## src/rtl/mem_fill_ctrl.sv

```systemverilog
// mem_fill_ctrl: queues cache line-fill requests and fetches each line from a
// memory port as four 32-bit beats. It then hands the assembled 128-bit line
// back to the cache.
//
// Ports
//   clk_i, rst_i      single clock; asynchronous active-high reset
//   rqst_i            one-cycle fill request from the cache lookup stage
//   rqst_addr_i       byte address of the miss; bits [19:4] select the line
//   rqst_busy_o       queue full: a request presented now is not accepted
//   overflow_o        sticky: a non-duplicate request was lost to a full queue
//   mem_req_valid_o   memory read request valid (only while in REQ)
//   mem_req_addr_o    line-aligned read address
//   mem_req_ready_i   memory accepts the read request
//   mem_rsp_valid_i   one response beat valid
//   mem_rsp_data_i    response beat data, lowest word first
//   fill_valid_o      one-cycle pulse: line complete
//   fill_addr_o       filled line address; held until the next fill
//   fill_data_o       assembled line data; held outside a transfer
module mem_fill_ctrl #(
    parameter int DEPTH = 2  // request queue entries, 2 or 4
) (
    input  logic         clk_i,
    input  logic         rst_i,
    input  logic         rqst_i,
    input  logic [19:0]  rqst_addr_i,
    output logic         rqst_busy_o,
    output logic         overflow_o,
    output logic         mem_req_valid_o,
    output logic [19:0]  mem_req_addr_o,
    input  logic         mem_req_ready_i,
    input  logic         mem_rsp_valid_i,
    input  logic [31:0]  mem_rsp_data_i,
    output logic         fill_valid_o,
    output logic [19:0]  fill_addr_o,
    output logic [127:0] fill_data_o
);

    localparam int             PW       = $clog2(DEPTH);
    localparam logic [PW:0]    FULL_CNT = (PW+1)'(DEPTH);

    typedef enum logic [1:0] {IDLE, REQ, RSP, FILL} state_t;

    state_t        state;
    state_t        state_nxt;
    logic [15:0]   tags [DEPTH];
    logic [PW-1:0] wr_ptr;
    logic [PW-1:0] rd_ptr;
    logic [PW:0]   count;
    logic [15:0]   line;        // in-flight line tag
    logic [1:0]    beat;        // index of the next response beat
    logic [15:0]   rqst_line;
    logic          full;
    logic          dup;
    logic          push;
    logic          pop;

    assign rqst_line = rqst_addr_i[19:4];
    assign full      = (count == FULL_CNT);

    // A request is a duplicate when its line is already queued or being fetched.
    // In IDLE the head entry is still counted in the queue on its pop edge,
    // so the queue scan alone covers that edge.
    always_comb begin
        // NOTE: every always_comb output gets a default first so no path leaves it unassigned (no latch).
        dup = (state != IDLE) && (line == rqst_line);
        for (int i = 0; i < DEPTH; i++) begin
            if (i < int'(count) && tags[rd_ptr + PW'(i)] == rqst_line) begin
                dup = 1'b1;
            end
        end
    end

    // Acceptance depends only on the count at the edge. A pop on the same edge
    // does not free space for the request.
    assign push = rqst_i && !full && !dup;
    assign pop  = (state == IDLE) && (count != '0);

    always_comb begin
        state_nxt = state;
        unique case (state)
            IDLE: if (pop) state_nxt = REQ;
            REQ:  if (mem_req_ready_i) state_nxt = RSP;
            RSP:  if (mem_rsp_valid_i && beat == 2'd3) state_nxt = FILL;
            FILL: state_nxt = IDLE;
            default: state_nxt = IDLE;
        endcase
    end

    // NOTE: the tag storage has no reset; an entry is only read after count shows it was written.
    always_ff @(posedge clk_i) begin
        if (push) begin
            tags[wr_ptr] <= rqst_line;
        end
    end

    always_ff @(posedge clk_i or posedge rst_i) begin
        // NOTE: sequential state uses non-blocking assignments so every register samples pre-edge values.
        if (rst_i) begin
            state       <= IDLE;
            wr_ptr      <= '0;
            rd_ptr      <= '0;
            count       <= '0;
            line        <= '0;
            beat        <= '0;
            overflow_o  <= 1'b0;
            fill_addr_o <= '0;
            fill_data_o <= '0;
        end else begin
            state <= state_nxt;
            count <= count + {{PW{1'b0}}, push} - {{PW{1'b0}}, pop};
            if (push) begin
                wr_ptr <= wr_ptr + 1'b1;
            end
            if (pop) begin
                rd_ptr <= rd_ptr + 1'b1;
                line   <= tags[rd_ptr];
            end
            if (rqst_i && full && !dup) begin
                overflow_o <= 1'b1;
            end
            if (state == REQ && mem_req_ready_i) begin
                beat <= '0;
            end
            // Beats land directly in their slot. Beats outside RSP never reach here.
            if (state == RSP && mem_rsp_valid_i) begin
                fill_data_o[{beat, 5'd0} +: 32] <= mem_rsp_data_i;
                beat <= beat + 1'b1;
                if (beat == 2'd3) begin
                    fill_addr_o <= {line, 4'b0000};
                end
            end
        end
    end

    assign rqst_busy_o     = full;
    assign mem_req_valid_o = (state == REQ);
    assign mem_req_addr_o  = {line, 4'b0000};
    assign fill_valid_o    = (state == FILL);

endmodule

```

## config.mk

```make
export PLATFORM = sky130hd
export DESIGN_NAME = mem_fill_ctrl
export DESIGN_NICKNAME = d
export VERILOG_FILES = /design/src/rtl/mem_fill_ctrl.sv
export SDC_FILE = /design/constraint.sdc
export NUM_CORES = 1
export LEC_CHECK = 0
export ABC_AREA = 1
export CAP_MARGIN = 10
export CORE_ASPECT_RATIO = 1.2
export CORE_MARGIN = 4
export CORE_UTILIZATION = 45
export CTS_CLUSTER_DIAMETER = 150
export DETAILED_ROUTE_END_ITERATION = 12
export HOLD_SLACK_MARGIN = 0.08
export PLACE_DENSITY = 0.74
export SYNTH_ARGS = -nofsm -noshare
export SYNTH_HDL_FRONTEND = slang
export SYNTH_SLANG_ARGS = --single-unit
```

## constraint.sdc

```tcl
create_clock -name clk_i -period 6.7 [get_ports clk_i]
set_input_delay 1.675 -clock clk_i [delete_from_list [all_inputs] [get_ports clk_i]]
set_output_delay 1.675 -clock clk_i [all_outputs]
set_load 0.1 [all_outputs]
```

==> results.yml <==
logic_synthesis:
  netlist_area_sq_um: 9290
  synthMuxAreaShare_pct: 0
  ys_types: 29
  synthFlopType: "dfrtp_1"
  yosysSeqAreaShare_pct: 55.8
  synth_fa_ha_area_share_pct: 1.48
  syn_inst: 1092
  synth_compound_area_share_pct: 12.8
  synth_edf_count: 32
  synth_top_family_by_area: "simple AND/OR/NAND/NOR gates"
  synth_seq_cells: 201
  synth_xor_area_share_pct: 0.942
  syn_avg_cell_area_sq_um: 8.51
  synthSimpleGateAreaFrac_pct: 20.8
  ys_warn_count: 0
  async_flop_share_pct: 84.1
setup_path:
  worstPathRequired_ns: 5.03
  cp_cell_sequence: "inv_1 > ha_1 > clkdlybuf4s50_1"
  cp_slowest_cell: "clkdlybuf4s50_1"
  cpPeakStageDelay_ns: 1.18
  cp_max_fo: 3
  start_kind: "register"
  worstSetupEndpointType: "output port"
  arrival_ns: 2.38
  worstSetupPathType: "register to output port"
detailed_routing:
  wl_per_cell_microns: 17.1
  drc: 0
  ant_nets: 0
  wl_mm: 26.6
  firstDrtPassIters: 8
  vias: 8098
  avgViaCountPerCell: 5.21
  dr.first_iter.drc_count: 700
global_route:
  grt_pass1_wl_mm: 42.2
  grt_max_degree: 95
  grt_usage_pct: 22.5
  antenna_found_initial: 0
  grt_pass1_vias: 7929
  gr-total-overflow: 0
sta:
  slew_viol_final: 0
  slew_headroom_pct: 22.3
  fmax_ghz: 0.247
  finalCriticalPeriod_ns: 4.05
  rsz0062_at_grt: "false"
  worst_pin_slew_ns: 1.16
  fin_crit_sh_pct: 60.5
  hold_violations: 0
  fin_skew_ns: 0.00836
  setup_viol_count_final: 0
  whs_ns: 0.468
  fin_tns_setup_ns: 0
floorplanning:
  die_w_microns: 139
  row_count: 57
  die_h_microns: 165
  start_util_pct: 45.9
  core-area_sq_um: 20300
  fp.dieArea_sq_um: 23000
  io_pins: 229
clock_network:
  post-cts-setup-buffer-count: 0
  cts.sinks: 201
  cts-root-buf: "clkbuf_16"
  cts_resized: 0
  clk_latency_ns: 0.49
  cts_hold_buf: 0
  cts_max_level: 1
  cts_buffers: 21
  clock_path_buffers: 3
  clk_pin_slew_worst_paths_ns: 0.06
  cts_tree: "yes"
place:
  finalWeightedCongestion: 0.872
  hpwl_mm: 18.5
  placed_cells: 1518
  dpl_cell_area_sq_um: 11500
  portBuffers: 216
cells_and_area:
  area_growth_pct: 31.4
  drive_gt1_share_pct: 4.03
  final_area_sq_um: 12200
  nFillCells: 1755
  nNetsFinal: 1344
  fin_cells: 1555
  diodes: 0
run_status:
  status: "finished clean"
run:
  drv_cap: 0
worst_hold_path:
  worst_hold_path_type: "register to register"
[cell usage in the layout, fill, tap and decap left out, drive strengths merged, types with 2 or more instances in the layout]
master	count
o21ai	169
buf	7
nor2	66
nand3	77
o22ai	5
conb	8
ha	11
clkdlybuf4s50	216
xor2	8
clkinv	2
o211ai	6
dfrtp	169
xnor2	2
a21oi	8
nor3	4
nand4	12
o31ai	29
edfxtp	32
nand2	315
inv	108
clkbuf	34
[worst max-delay path: cells and delay by family (launching register included)]
family	cells	cell delay (ns)
buf+inv	2	1.28
flops	1	0.40
fa+ha+maj	1	0.20
[sequential cells by signal, indices dropped and copies added (netlist names)]
signal,flops
state,2
overflow_o,1
wr_ptr,1
fill_addr_o,16
count,2
beat,2
tags,32
fill_data_o,128
rd_ptr,1
line,16
[area by class of cell]
cell class,count,area (sq um),share of cell area [%]
clock buffer,34,657,5.38
clock inverter,3,17.5,0.143
inverter,108,413,3.38
multi-input combinational,721,3390,27.8
sequential,201,5190,42.5
tap,265,332,2.71
timing repair buffer,223,2210,18.1
[cells in the mapped netlist (all sizes together), types with 2 or more instances]
cell type	instances	share of area [%]
inv	108	4.4
o22ai	5	0.34
o21ai	169	9.1
nand4	12	0.88
buf	24	1.9
nor2	66	2.7
clkbuf	45	1.8
nand3	77	4.3
edfxtp	32	10
xnor2	2	0.19
a21oi	8	0.43
o211ai	6	0.48
xor2	8	0.75
dfrtp	169	46
ha	11	1.5
nor3	4	0.22
nand2	315	13
o31ai	29	2.3
[kinds of logic (layout without fill, tap and decap cells)]
group / after synthesis / count (layout)
AO/OA/AOI/OAI: 218 / 218
flip-flops: 201 / 201
adder cells (fa/ha/maj): 11 / 11
AND/OR/NAND/NOR: 474 / 474
buffers and inverters: 177 / 368
XOR/XNOR: 10 / 10
other: 1 / 8
[layer usage]
metal  share of wire, %  GRT usage, %  vias to the layer above
met5                  0             0                        -
met4                2.8          6.18                        0
li1                   -             -                     3908
met2                 48          38.5                      303
met1                 40          27.7                     3835
met3                9.3          7.20                       52
[path summary, 6_finish.rpt]
check	startpoint	end	cells after the start	slack (ns)
setup / recovery	state[1]	mem_req_valid_o	3	2.65
hold / removal	overflow_o	overflow_o	2	0.47
setup reg to reg	rd_ptr	tags[1][7]	10	3.46
hold reg to reg	overflow_o	overflow_o	2	0.47
max in group asynchronous	rst_i	rd_ptr	3	3.68
min in group asynchronous	rst_i	fill_addr_o[8]	2	1.73
[per-stage QoR]
| step | utilization (%) | setup slack [ns] |
|---|---|---|
| after floorplan | - | 0.450 |
| after CTS | 60.3 | 2.62 |
| after global placement | 57.0 | 2.49 |
| final | 60.3 | 2.65 |
| after global routing | 60.3 | 2.59 |
| after detailed placement | 57.0 | 2.47 |
Power is left out: the tool's default activity adds up to more than one toggle a clock period on the data nets, which glitch-free logic cannot reach.
